--- src/rtl/tage_hist_fold.sv ---
// Global/path history and folded-history registers for the TAGE predictor core.
// Optional path history is built when TAGE_PATH_HIST_EN is defined; otherwise phist is tied to zero.
module tage_hist_fold (
    input  logic              clk,
    input  logic              reset,
    input  logic              upd_valid,
    input  logic              upd_taken,
    input  logic [31:0]       upd_pc,
    input  logic              flush,
    output logic [11:0][31:0] ch_i,
    output logic [11:0][31:0] ch_t0,
    output logic [11:0][31:0] ch_t1,
    output logic [15:0]       phist,
    output logic              hist_full
);

    localparam int NUM_TABLES = 12;
    localparam int GHIST_LEN  = 640;

    function automatic int hlen(input int k);
        case (k)
            0: return 4;     1: return 6;     2: return 10;    3: return 16;
            4: return 25;    5: return 40;    6: return 64;    7: return 101;
            8: return 160;   9: return 254;   10: return 403;  default: return 640;
        endcase
    endfunction

    function automatic int idx_w(input int k);
        case (k)
            0, 1, 6, 7, 8, 9: return 10;
            2, 3, 4, 5:       return 11;
            default:          return 9;
        endcase
    endfunction

    function automatic int tag_w(input int k);
        case (k)
            0, 1:   return 7;
            2, 3:   return 8;
            4:      return 9;
            5:      return 10;
            6:      return 11;
            7, 8:   return 12;
            9:      return 13;
            10:     return 14;
            default: return 15;
        endcase
    endfunction

    // One-cycle fold update: shift in the new outcome, cancel the bit leaving the
    // L-bit window, and wrap the carry-out of bit W back onto bit 0.
    function automatic logic [31:0] fold_step(input logic [31:0] f, input logic in_bit,
                                              input logic out_bit, input int w, input int l);
        logic [32:0] t;
        t = {f, in_bit};
        t = t ^ ({32'd0, out_bit} << (l % w));
        t = t ^ ((t >> w) & 33'd1);
        t = t & ((33'd1 << w) - 33'd1);
        return t[31:0];
    endfunction

    logic [GHIST_LEN-1:0] ghist_q, ghist_d;
    logic [9:0]           hist_count_q, hist_count_d;
    logic                 hist_full_q, hist_full_d;

    always_comb begin
        ghist_d      = ghist_q;
        hist_count_d = hist_count_q;
        if (flush) begin
            ghist_d      = '0;
            hist_count_d = '0;
        end else if (upd_valid) begin
            ghist_d = {ghist_q[GHIST_LEN-2:0], upd_taken};
            if (hist_count_q != 10'(GHIST_LEN))
                hist_count_d = hist_count_q + 10'd1;
        end
        hist_full_d = (hist_count_d == 10'(GHIST_LEN));
    end

    always_ff @(posedge clk) begin
        if (!reset) begin
            ghist_q      <= '0;
            hist_count_q <= '0;
            hist_full_q  <= 1'b0;
        end else begin
            ghist_q      <= ghist_d;
            hist_count_q <= hist_count_d;
            hist_full_q  <= hist_full_d;
        end
    end

    assign hist_full = hist_full_q;

    for (genvar k = 0; k < NUM_TABLES; k++) begin : g_slot
        localparam int L   = hlen(k);
        localparam int WI  = idx_w(k);
        localparam int WT0 = tag_w(k);
        localparam int WT1 = tag_w(k) - 1;

        logic [31:0] ci_q, ci_d;
        logic [31:0] ct0_q, ct0_d;
        logic [31:0] ct1_q, ct1_d;
        logic        old_bit;

        assign old_bit = ghist_q[L-1];

        always_comb begin
            ci_d  = ci_q;
            ct0_d = ct0_q;
            ct1_d = ct1_q;
            if (flush) begin
                ci_d  = '0;
                ct0_d = '0;
                ct1_d = '0;
            end else if (upd_valid) begin
                ci_d  = fold_step(ci_q,  upd_taken, old_bit, WI,  L);
                ct0_d = fold_step(ct0_q, upd_taken, old_bit, WT0, L);
                ct1_d = fold_step(ct1_q, upd_taken, old_bit, WT1, L);
            end
        end

        always_ff @(posedge clk) begin
            if (!reset) begin
                ci_q  <= '0;
                ct0_q <= '0;
                ct1_q <= '0;
            end else begin
                ci_q  <= ci_d;
                ct0_q <= ct0_d;
                ct1_q <= ct1_d;
            end
        end

        assign ch_i[k]  = ci_q;
        assign ch_t0[k] = ct0_q;
        assign ch_t1[k] = ct1_q;
    end

`ifdef TAGE_PATH_HIST_EN
    logic [15:0] phist_q, phist_d;
    logic        unused_pc;

    assign unused_pc = ^{upd_pc[31:3], upd_pc[1:0]};

    always_comb begin
        phist_d = phist_q;
        if (flush)
            phist_d = '0;
        else if (upd_valid)
            phist_d = {phist_q[14:0], upd_pc[2]};
    end

    always_ff @(posedge clk) begin
        if (!reset)
            phist_q <= '0;
        else
            phist_q <= phist_d;
    end

    assign phist = phist_q;
`else
    logic unused_pc;

    assign unused_pc = ^upd_pc;
    assign phist     = 16'h0;
`endif

endmodule

--- config.mk ---
export PLATFORM = sky130hd
export DESIGN_NAME = tage_hist_fold
export DESIGN_NICKNAME = d
export VERILOG_FILES = /design/src/rtl/tage_hist_fold.sv
export SDC_FILE = /design/constraint.sdc
export NUM_CORES = 2
export LEC_CHECK = 0
export BUFFER_PORTS_ARGS = -buffer_cell sky130_fd_sc_hd__buf_2
export CAP_MARGIN = 10
export CORE_AREA = 2 2 470 472
export DETAILED_ROUTE_END_ITERATION = 8
export DIE_AREA = 0 0 472 474
export HOLD_SLACK_MARGIN = 0.15
export PLACE_DENSITY = 0.44
export SYNTH_ARGS = -nofsm -noshare
export SYNTH_HDL_FRONTEND = slang
export SYNTH_SLANG_ARGS = --single-unit
--- constraint.sdc ---
create_clock -name clk -period 1.8 [get_ports clk]
set_input_delay 0.09 -clock clk [delete_from_list [all_inputs] [get_ports clk]]
set_output_delay 0.09 -clock clk [all_outputs]
set_load 0.05 [all_outputs]
==> key figures <==
Die
  • Core Region: 0.219 sq mm
  • IO Pins: between 1000 and 1500
  • Die H: ~470 microns
  • Die Area: between 0.2 and 0.25 sq mm
  • Starting Density: between 10% and 20%
  • Die width: roughly 470 microns
  • Cell row count: ~170

Critical path
  • Setup crit end kind: register
  • Critical Path RT: between 2000 and 2500 ps
  • Startpoint type of the worst setup path: register
  • Largest fanout on the critical path: 6
  • Setup CP Type: register to register
  • Arr. time, crit path: around 2300 ps

Pwr
  • Psw: approximately 15 mW
  • Clock group share of total power: between 40% and 50%
  • PD cells: 1080 mW/mm^2
  • P_int: between 30 and 40 mW
  • Seq pwr share: a little over two fifths
  • Switching Fraction: approximately 29%
  • Leakage: between 20 and 25 nW
  • Maximum VDD drop: between 0.6 and 0.7 mV
  • Logic pwr share: between 10 and 15%

Timing
  • Fmax: 588 MHz
  • Slew Viols, Final: 0
  • Hold WS: just over 300 ps
  • RSZ-0062 raised after global routing: no
  • Number of setup violations in the final report: 0
  • PnR worst setup slack: around 100 ps
  • Fin crit share: between 90% and 100%
  • Fin crit period: around 1700 ps
  • Worst Tran Pin Value: 610 ps
  • Setup skew after layout: 62.1 ps
  • Slew margin rel.: around three fifths
  • Fin. Hold Viols: 0

Finish
  • Number of fill cells: 23705
  • Commonest non-fill, non-tap cells in the layout: nor2_1, dfxtp_1, mux2i_1, conb_1, buf_2
  • Most common cell after layout, fill and taps aside: nor2_1
  • Area Growth Syn to Fin: 15.9%
  • Layout Nets: around 4600
  • Final Non-Filler Cells: about 7500
  • Register Area: around 0.020 sq mm
  • Footprint of the multi-input gates: 0.0177 sq mm
  • Share of cells above drive strength 1: between 10% and 20%

Logic synthesis
  • Number of synthesized register bits: roughly 1000
  • Mapped Area: between 0.04 and 0.05 sq mm
  • Synth Warn #: 0
  • Mapped Cells: 4210
  • Area contributors post-synth: dfxtp_1, mux2i_1, buf_4
  • Syn Area/Cell: approximately 10 sq um
  • Register area share after synthesis: around half
  • Synth unique cells: 37
  • Synth area leader: dfxtp_1
  • Post-synth top area share: between 40% and 50%

Global routing
  • GRT Total Usage: about 7.1%
  • Initial antenna violation count: 2
  • Overflow after GRT: 0
  • First-pass GRT wire length: roughly 130 mm
  • Largest net degree at the start of global routing: between 80 and 90
  • Vias in the first global route: 22606

Clocking
  • # Post-CTS Setup Buffers: 0
  • Worst skew pair latency: roughly 760 ps
  • CTS root buf: clkbuf_16
  • Clk slew on worst S/H paths: 60 ps
  • Num CTS Buffers: approximately 120
  • H-tree lvl count: 3
  • CTS tree: yes
  • Sink Count: a little over 1000
  • Longest Clk Path Bufs: 3

Min path
  • HP Class: input port to register

Placed design
  • Worst slack, placed: between 30 and 40 ps
  • Port Buf Inserts: 367
  • Detailed placer's ending HPWL: 58.1 mm
  • Routability Congestion: ~0.7
  • Placed insts: 7303

Routing
  • Initial DRC count: between 900 and 1000
  • DRC viols: 0
  • Via count: around 25000
  • Final ANT Viol Nets: 0
  • Met2 WL: around 40 mm
  • DR top layer: met4
  • Wire length on met1: 37.7 mm
  • Wire length on met3: 4.87 mm
  • Via density: 3.36
  • Iteration count of the initial detailed-routing pass: 4
  • Routed WL per cell: roughly 11 microns
  • Routed wire length: roughly 85 mm

Flow run
  • MaxCap Viol Count: 0

Run status
  • Status: completed
-- Yosys cell counts (all sizes together) --
cell type  count
inv            3
ha             2
and2           1
nor4           2
dfxtp       1013
nor2        1009
conb           1
o31ai          3
nand4          4
mux2i        942
o311ai         1
buf          941
nor3           2
or4            2
or3            3
nand2b         1
o21ai          3
nor2b          1
nand3          3
and3           2
clkbuf       113
xor2           3
and4           1
a211oi        63
o22ai          1
xnor2         74
and4b          1
nand2         10
a21oi          5
-- registers in the layout, indices dropped and copies added, names as in the netlist --
name and cells:
ghist_q 640, g_slot.ct0_q 126, g_slot.ci_q 122, g_slot.ct1_q 114, hist_count_q 10, hist_full 1
-- final timing paths --
| kind | cells past startpoint | end | start | slack (ps) |
|---|---|---|---|---|
| hold / removal | 4 | hist_count_q[2]$_SDFF_PN0_ | flush | 300 |
| hold reg to reg | 2 | ghist_q[544]$_SDFFE_PP0P_ | ghist_q[543]$_SDFFE_PP0P_ | 460 |
| setup / recovery | 5 | hist_full$_SDFF_PN0_ | hist_count_q[6]$_SDFF_PN0_ | 100 |
| setup reg to reg | 5 | hist_full$_SDFF_PN0_ | hist_count_q[6]$_SDFF_PN0_ | 100 |
-- stage by stage --
step           total power [mW]  cell area, sq um  setup TNS (ps)  utilization, %
6_report                   52.5             48800               0            22.3
5_1_grt                    54.7             48800               0            22.3
3_5_place_dp               28.9             44700               0            20.4
4_1_cts                    53.7             48800               0            22.3
2_1_floorplan              29.7             45100               0               -
3_3_place_gp               28.9             44700           -26.9            20.4
-- area by class of cell --
class,count,area share [%]
flip-flops and latches,1013,41.6
multi-input cells,2945,36.3
well taps,2871,7.36
clock buffers,181,7.29
repair buffers,476,6.43
clock inverters,38,0.969
inverters,3,0.0231
diodes,2,0.0103
-- kinds of logic (layout without fill, tap and decap cells) --
logic type | after synthesis | after routing | synth area share [%]
DFF | 1013 | 1013 | 48.2
other | 1 | 808 | 0.00891
muxes | 942 | 942 | 22.4
buffers and inverters | 1057 | 698 | 16.9
xor gates and xnor gates | 77 | 77 | 1.60
adders and majority gates | 2 | 2 | 0.0594
and+or+nand+nor | 1042 | 1042 | 9.50
AOI/OAI and AO/OA | 76 | 76 | 1.33
-- routing by layer --
metal,up-vias,track usage [%]
li1,12906,-
met1,11702,8.85
met2,542,11.4
met3,137,2.04
met4,0,2.69
met5,-,0
-- power by group through the flow --
stage	logic, mW	registers, mW	clock network, mW
2_1_floorplan	6.40	23.3	0
3_3_place_gp	5.83	23.1	0
3_5_place_dp	5.83	23.1	0
4_1_cts	5.84	22.6	25.3
5_1_grt	6.11	22.6	26.1
6_report	5.84	22.6	24.0
-- critical path, stage by stage, from the launching register on --
cell,delay [ps]
dfxtp_1,480
nand4_2,160
or4_4,530
a21oi_2,170
o311ai_1,130
a211oi_2,160
-- timing repair --
| action | 4_1_cts | 5_1_grt |
|---|---|---|
| gates resized for setup | 8 | 6 |
| endpoints found under the setup margin | 6 | 3 |
| hold buffers | 5 | 0 |
| pin swaps | 0 | 1 |
| hold endpoints to repair | 478 | 0 |
| cloned | 0 | 0 |
Note: power is estimated with default switching activity, not from simulation.
